<file path="src/rtl/demux_rr_scheduler.sv">
// Single-word holding-register demux: routes each accepted word to one of four channels,
// chosen round-robin or directly from s_in. Optional DEMUX_RR_CNT_EN adds per-channel drain counters.
module demux_rr_scheduler #(
   parameter int DW = 8
) (
   input  logic          clk,
   input  logic          rst_n,
   input  logic [DW-1:0] d,
   input  logic          d_valid,
   output logic          d_ready,
   input  logic          mode,
   input  logic [1:0]    s_in,
   output logic [DW-1:0] y0,
   output logic [DW-1:0] y1,
   output logic [DW-1:0] y2,
   output logic [DW-1:0] y3,
   output logic [3:0]    y_valid,
   input  logic [3:0]    y_ready,
   output logic          s0,
   output logic          s1,
   output logic          busy
`ifdef DEMUX_RR_CNT_EN
   ,
   output logic [7:0]    cnt0,
   output logic [7:0]    cnt1,
   output logic [7:0]    cnt2,
   output logic [7:0]    cnt3
`endif
);

   localparam logic ST_EMPTY = 1'b0;
   localparam logic ST_FULL  = 1'b1;

   logic          state;
   logic [DW-1:0] held;
   logic [1:0]    tgt;
   logic [1:0]    rr_ptr;
   logic          out_hs;
   logic          in_hs;

   // A drain frees the register in the same cycle, so a new word can follow back to back.
   assign out_hs  = (state == ST_FULL) && y_ready[tgt];
   assign d_ready = (state == ST_EMPTY) || out_hs;
   assign in_hs   = d_valid && d_ready;

   always_ff @(posedge clk) begin
      if (!rst_n) begin
         state  <= ST_EMPTY;
         held   <= '0;
         tgt    <= 2'd0;
         rr_ptr <= 2'd0;
      end else if (in_hs) begin
         state <= ST_FULL;
         held  <= d;
         if (mode) begin
            tgt <= s_in;
         end else begin
            tgt    <= rr_ptr;
            rr_ptr <= rr_ptr + 2'd1;
         end
      end else if (out_hs) begin
         state <= ST_EMPTY;
      end
   end

   assign busy    = (state == ST_FULL);
   assign y_valid = busy ? (4'b0001 << tgt) : 4'b0000;
   assign y0      = (busy && tgt == 2'd0) ? held : '0;
   assign y1      = (busy && tgt == 2'd1) ? held : '0;
   assign y2      = (busy && tgt == 2'd2) ? held : '0;
   assign y3      = (busy && tgt == 2'd3) ? held : '0;
   assign s0      = tgt[0];
   assign s1      = tgt[1];

`ifdef DEMUX_RR_CNT_EN
   // Counters wrap naturally at 8 bits.
   always_ff @(posedge clk) begin
      if (!rst_n) begin
         cnt0 <= 8'd0;
         cnt1 <= 8'd0;
         cnt2 <= 8'd0;
         cnt3 <= 8'd0;
      end else if (out_hs) begin
         case (tgt)
            2'd0:    cnt0 <= cnt0 + 8'd1;
            2'd1:    cnt1 <= cnt1 + 8'd1;
            2'd2:    cnt2 <= cnt2 + 8'd1;
            default: cnt3 <= cnt3 + 8'd1;
         endcase
      end
   end
`endif

endmodule

</file>
<file path="config.mk">
export PLATFORM = sky130hd
export DESIGN_NAME = demux_rr_scheduler
export DESIGN_NICKNAME = d
export VERILOG_FILES = /design/src/rtl/demux_rr_scheduler.sv
export SDC_FILE = /design/constraint.sdc
export NUM_CORES = 1
export LEC_CHECK = 0
export ABC_CLOCK_PERIOD_IN_PS = 1400
export CAP_MARGIN = 20
export CORE_MARGIN = 8
export CORE_UTILIZATION = 50
export DETAILED_ROUTE_END_ITERATION = 7
export DONT_BUFFER_PORTS = 1
export PLACE_DENSITY = 0.68
export SYNTH_ARGS = -nofsm -noshare
export SYNTH_HDL_FRONTEND = slang
export SYNTH_SLANG_ARGS = --single-unit
</file>
<file path="constraint.sdc">
create_clock -name clk -period 1.4 [get_ports clk]
set_clock_uncertainty 0.2 [all_clocks]
set_input_delay 0.07 -clock clk [delete_from_list [all_inputs] [get_ports clk]]
set_output_delay 0.07 -clock clk [all_outputs]
set_load 0.05 [all_outputs]
</file>
* Yosys cells after proc, flatten, opt, wreduce, memory -nomap -nowiden *
Cells that the tools add are included.

cells by class
  reduce and logical (&&, ||, !) cells = 10
  order comparisons = 1
  bitwise operators = 2
  multiplexer cells = 10
  add/sub/neg operators = 1
  equal/unequal tests = 3
  shift-type cells = 1

operators by type and width
  cell                                                                          number
  8-bit 2-to-1 mux                                                              4
  1-bit logical AND                                                             6
  2-bit equality test, second input constant                                    2
  4-bit 2-to-1 mux                                                              1
  1-bit by 2-bit left shift with 4-bit output, first input constant             1
  2-bit by 3-bit less-than comparator with 1-bit output, second input constant  1
  1-bit 2-to-1 mux                                                              3
  2-bit by 1-bit adder with 2-bit output, second input constant                 1
  1-bit binary-select mux with 2-bit select                                     1
  2-bit by 1-bit equality test with 1-bit output, second input constant         1
  2-bit logical NOT                                                             1
  2-bit 2-to-1 mux                                                              1
  1-bit NOT                                                                     2
  2-bit AND reduction                                                           1
  2-bit nonzero test                                                            1
  1-bit logical OR                                                              1

storage, ports and cells
  bits in registers = 13
  word-level logic and storage cells = 32
  bits of input ports = 18

* Logic depth before layout (Yosys ltp) *
  word-level depth = 6
  depth in mapped cells = 5

* Worst setup path before layout *
No wires, ideal clock.

  path kind = reg2out
  from = register state (netlist: busy)
  to = output port y0[0]
  required time = 1.130 ns
  setup slack = -1.198 ns
  stages on the path, launching flop included = 5
  data arrival time = 2.328 ns
  path through = dfxtp_1 nor2b_1 and2b_2 clkbuf_1 and2_1

on the way
  cells in the longest elaborated chain, start to end = 2

RTL lines
  element                 line  RTL
  from (decl)             34    logic state;
  from (signal assigned)  48    state <= ST_EMPTY;
  from (signal assigned)  53    state <= ST_FULL;
  from (signal assigned)  62    state <= ST_EMPTY;
  1-bit logical AND       68    assign y0 = (busy && tgt == 2'd0) ? held : '0;
  8-bit 2-to-1 mux        68
  to (decl)               13    output logic [DW-1:0] y0,

No other way between the ends.

* Final worst setup path *
  from = register tgt[1]
  to = output port d_ready

on the way
  cells in the longest elaborated chain, start to end = 4

RTL lines
  element                                    line  RTL
  from (decl)                                36    logic [1:0] tgt;
  from (signal assigned)                     56    tgt <= s_in;
  from (signal assigned)                     58    tgt <= rr_ptr;
  1-bit binary-select mux with 2-bit select  42    assign out_hs = (state == ST_FULL) && y_ready[tgt];
  1-bit 2-to-1 mux (not written as such)     42
  1-bit logical AND                          42
  1-bit logical OR                           43    assign d_ready = (state == ST_EMPTY) || out_hs;
  to (decl)                                  10    output logic d_ready,

No other way between the ends. The select of a mux whose other input is x is not followed.

==> flow_metrics.py <==
metrics = {
    "status": {
        "outcome": "finished, violations left",
        "violations": "negative setup slack",
    },
    "cells_and_area": {
        "layout_commonest_cell": "and2_4",
        "nNetsFinal": 156,
        "fillers": 107,
        "drive_gt1_share_pct": 51.8,
        "stdcell_area_mm2": 0.00141,
        "fin_cells": 154,
        "layout_common_cells": "and2_4, nand2_1, dlygate4sd3_1",
        "diodes": 0,
        "areaGrowthSynthToFinish_pct": 58.5,
    },
    "placed_design": {
        "gp_congestion": 0.796,
        "io_buffers": 0,
        "post_dp_cell_area_mm2": 0.00111,
        "hpwlAfterDp_mm": 1.97,
        "placed_cells": 127,
    },
    "routing": {
        "dr.pass1.iters": 4,
        "vias": 877,
        "drcViolationCount": 0,
        "drt_wl_total_mm": 2.90,
        "drt_iter0_drc": 16,
        "ant_nets": 0,
        "detail_route.vias_per_cell": 5.69,
        "wire_per_inst_um": 18.8,
    },
    "sta": {
        "maxSlewHeadroom_pct": 47.1,
        "period_minus_slack_ps": 1610,
        "whs_ps": 80.7,
        "worst_pin_slew_ps": 790,
        "fin_crit_sh_pct": 115,
        "worst_slack_ps": -205,
        "grt_setup_unrepaired": "true",
        "setup_violations": 50,
        "max_freq_mhz": 623,
        "hold_viol_final": 0,
        "slew_violations": 0,
    },
    "clocking": {
        "clkLatencyLatePin_ps": 270,
        "clock-sinks": 13,
        "htree_levels": 1,
        "cts_tree": "done",
        "root_buffer": "clkbuf_4",
        "numCtsBuffers": 3,
        "clk_pin_slew_ps": 80,
        "cts_max_path_buffers": 2,
    },
    "setup_path": {
        "path_cells": "mux2i_4 > a22oi_2 > buf_6",
        "arrival_ps": 1340,
        "worstSetupStartpointType": "register",
        "cp-end-kind": "output port",
        "crit_fanout": 5,
        "critical_path.max_stage_delay_ps": 410,
        "cp_slowest_cell": "dfxtp_4",
        "critPathKind": "reg2out",
        "cp.required_ps": 1130,
    },
    "global_route": {
        "grt_use_total_pct": 17.1,
        "grt_pass1_wl_mm": 4.69,
        "antenna_found_initial": 0,
        "grt_max_degree": 26,
        "grt_pass1_vias": 949,
        "gr-total-overflow": 0,
    },
    "job": {
        "drv_cap": 0,
    },
    "yosys": {
        "synth_cell_types": 19,
        "syn_avg_cell_area_um2": 8.14,
        "yosysWarnings": 0,
        "syn_inst": 109,
        "syn_area_um2": 887,
        "synth_fp_nets": 127,
        "yosysSeqAreaShare_pct": 29.3,
        "ys_ff_latch": 13,
    },
    "floorplan": {
        "coreArea_mm2": 0.00169,
        "rows": 15,
        "ioPinCount": 58,
        "start_util_pct": 52.5,
        "dieHeight_um": 58.1,
        "die_w_um": 58.1,
        "dieArea_mm2": 0.00338,
    },
    "pwr": {
        "power.total_uw": 995,
        "irDropWorstVdd_mv": 0.600,
        "power_density_mw_per_mm2": 707,
        "power.leakage_uw": 0.000607,
    },
    "hold_path": {
        "hold_class": "in2reg",
    },
}
[sequential cells by signal, summed over array words and instances (netlist names)]
signal,count
busy,1
held,8
rr_ptr,2
tgt,2
[logic make-up after synthesis]
| logic type | after synthesis | synth area share, % |
|---|---|---|
| compound gates | 6 | 7.90 |
| flops | 13 | 29.3 |
| mux | 16 | 18.8 |
| simple gates | 64 | 39.8 |
| buf+inv | 10 | 4.23 |
[report_power, final]
group | switching, uW | internal (uW)
clock | 126 | 110
combinational | 178 | 151
sequential | 36.4 | 393
[cell usage after synthesis]
master / number / area share (%)
and3_1: 8 / 5.6
nand3b_1: 1 / 0.85
a221oi_4: 1 / 3.0
mux2_2: 2 / 2.5
a221o_2: 1 / 1.3
a221oi_1: 2 / 2.0
nor2b_1: 1 / 0.71
nand2_1: 22 / 9.3
a22oi_1: 1 / 0.85
mux2i_1: 13 / 15
nand2b_1: 3 / 2.1
mux2i_2: 1 / 1.6
and3_2: 1 / 0.85
inv_1: 1 / 0.42
and2b_2: 2 / 2.0
dfxtp_1: 13 / 29
a21boi_0: 1 / 0.85
and2_1: 26 / 18
clkbuf_1: 9 / 3.8
[stage by stage]
| step | util (%) | TNS, ps | setup WS, ps |
|---|---|---|---|
| finish | 83.3 | -7330 | -205 |
| global route | 83.3 | -9550 | -253 |
| floorplan | - | -5600 | -290 |
| detailed placement | 65.9 | -1140 | -120 |
| global placement | 65.9 | -784 | -90.1 |
| CTS | 82.4 | -7510 | -199 |
[critical path: cells and delay by family, from the launching register on]
family | cells | cell delay, ps
flip-flops | 1 | 410
AO/OA/AOI/OAI | 1 | 140
buffers and inverters | 1 | 170
multiplexers | 1 | 340
[metal layers]
| layer | share of wire (%) | GRT usage [%] | wire [um] |
|---|---|---|---|
| met4 | 1.9 | 7.34 | 54 |
| met5 | 0 | 0 | 0 |
| met2 | 49 | 29.9 | 1420 |
| met1 | 38 | 17.5 | 1100 |
| met3 | 11 | 7.06 | 320 |
[layout make-up]
class | instances | area (um^2) | area share (%)
Multi-Input combinational cell | 89 | 762 | 54.2
Tap cell | 17 | 21.3 | 1.51
Sequential cell | 13 | 272 | 19.3
Timing Repair Buffer | 30 | 322 | 22.9
Clock buffer | 4 | 26.3 | 1.87
Inverter | 1 | 3.75 | 0.267
[path summary, 6_finish.rpt]
path	startpoint	cells past startpoint	to	slack, ps
setup / recovery	tgt[1]	3	d_ready	-210
hold / removal	y_ready[0]	4	busy	80
setup reg to reg	busy	5	held[2]	-150
hold reg to reg	rr_ptr[0]	2	rr_ptr[0]	290
[repair_timing]
action                                  in CTS  in global routing
hold buffers                                13                  0
hold endpoints to repair                    13                  0
resized for setup                           17                  2
endpoints found under the setup margin      49                 50
cloned                                       4                  0
buffers inserted                             5                  1
pin swaps                                   11                  3
Power figures use the tool's default switching activity.
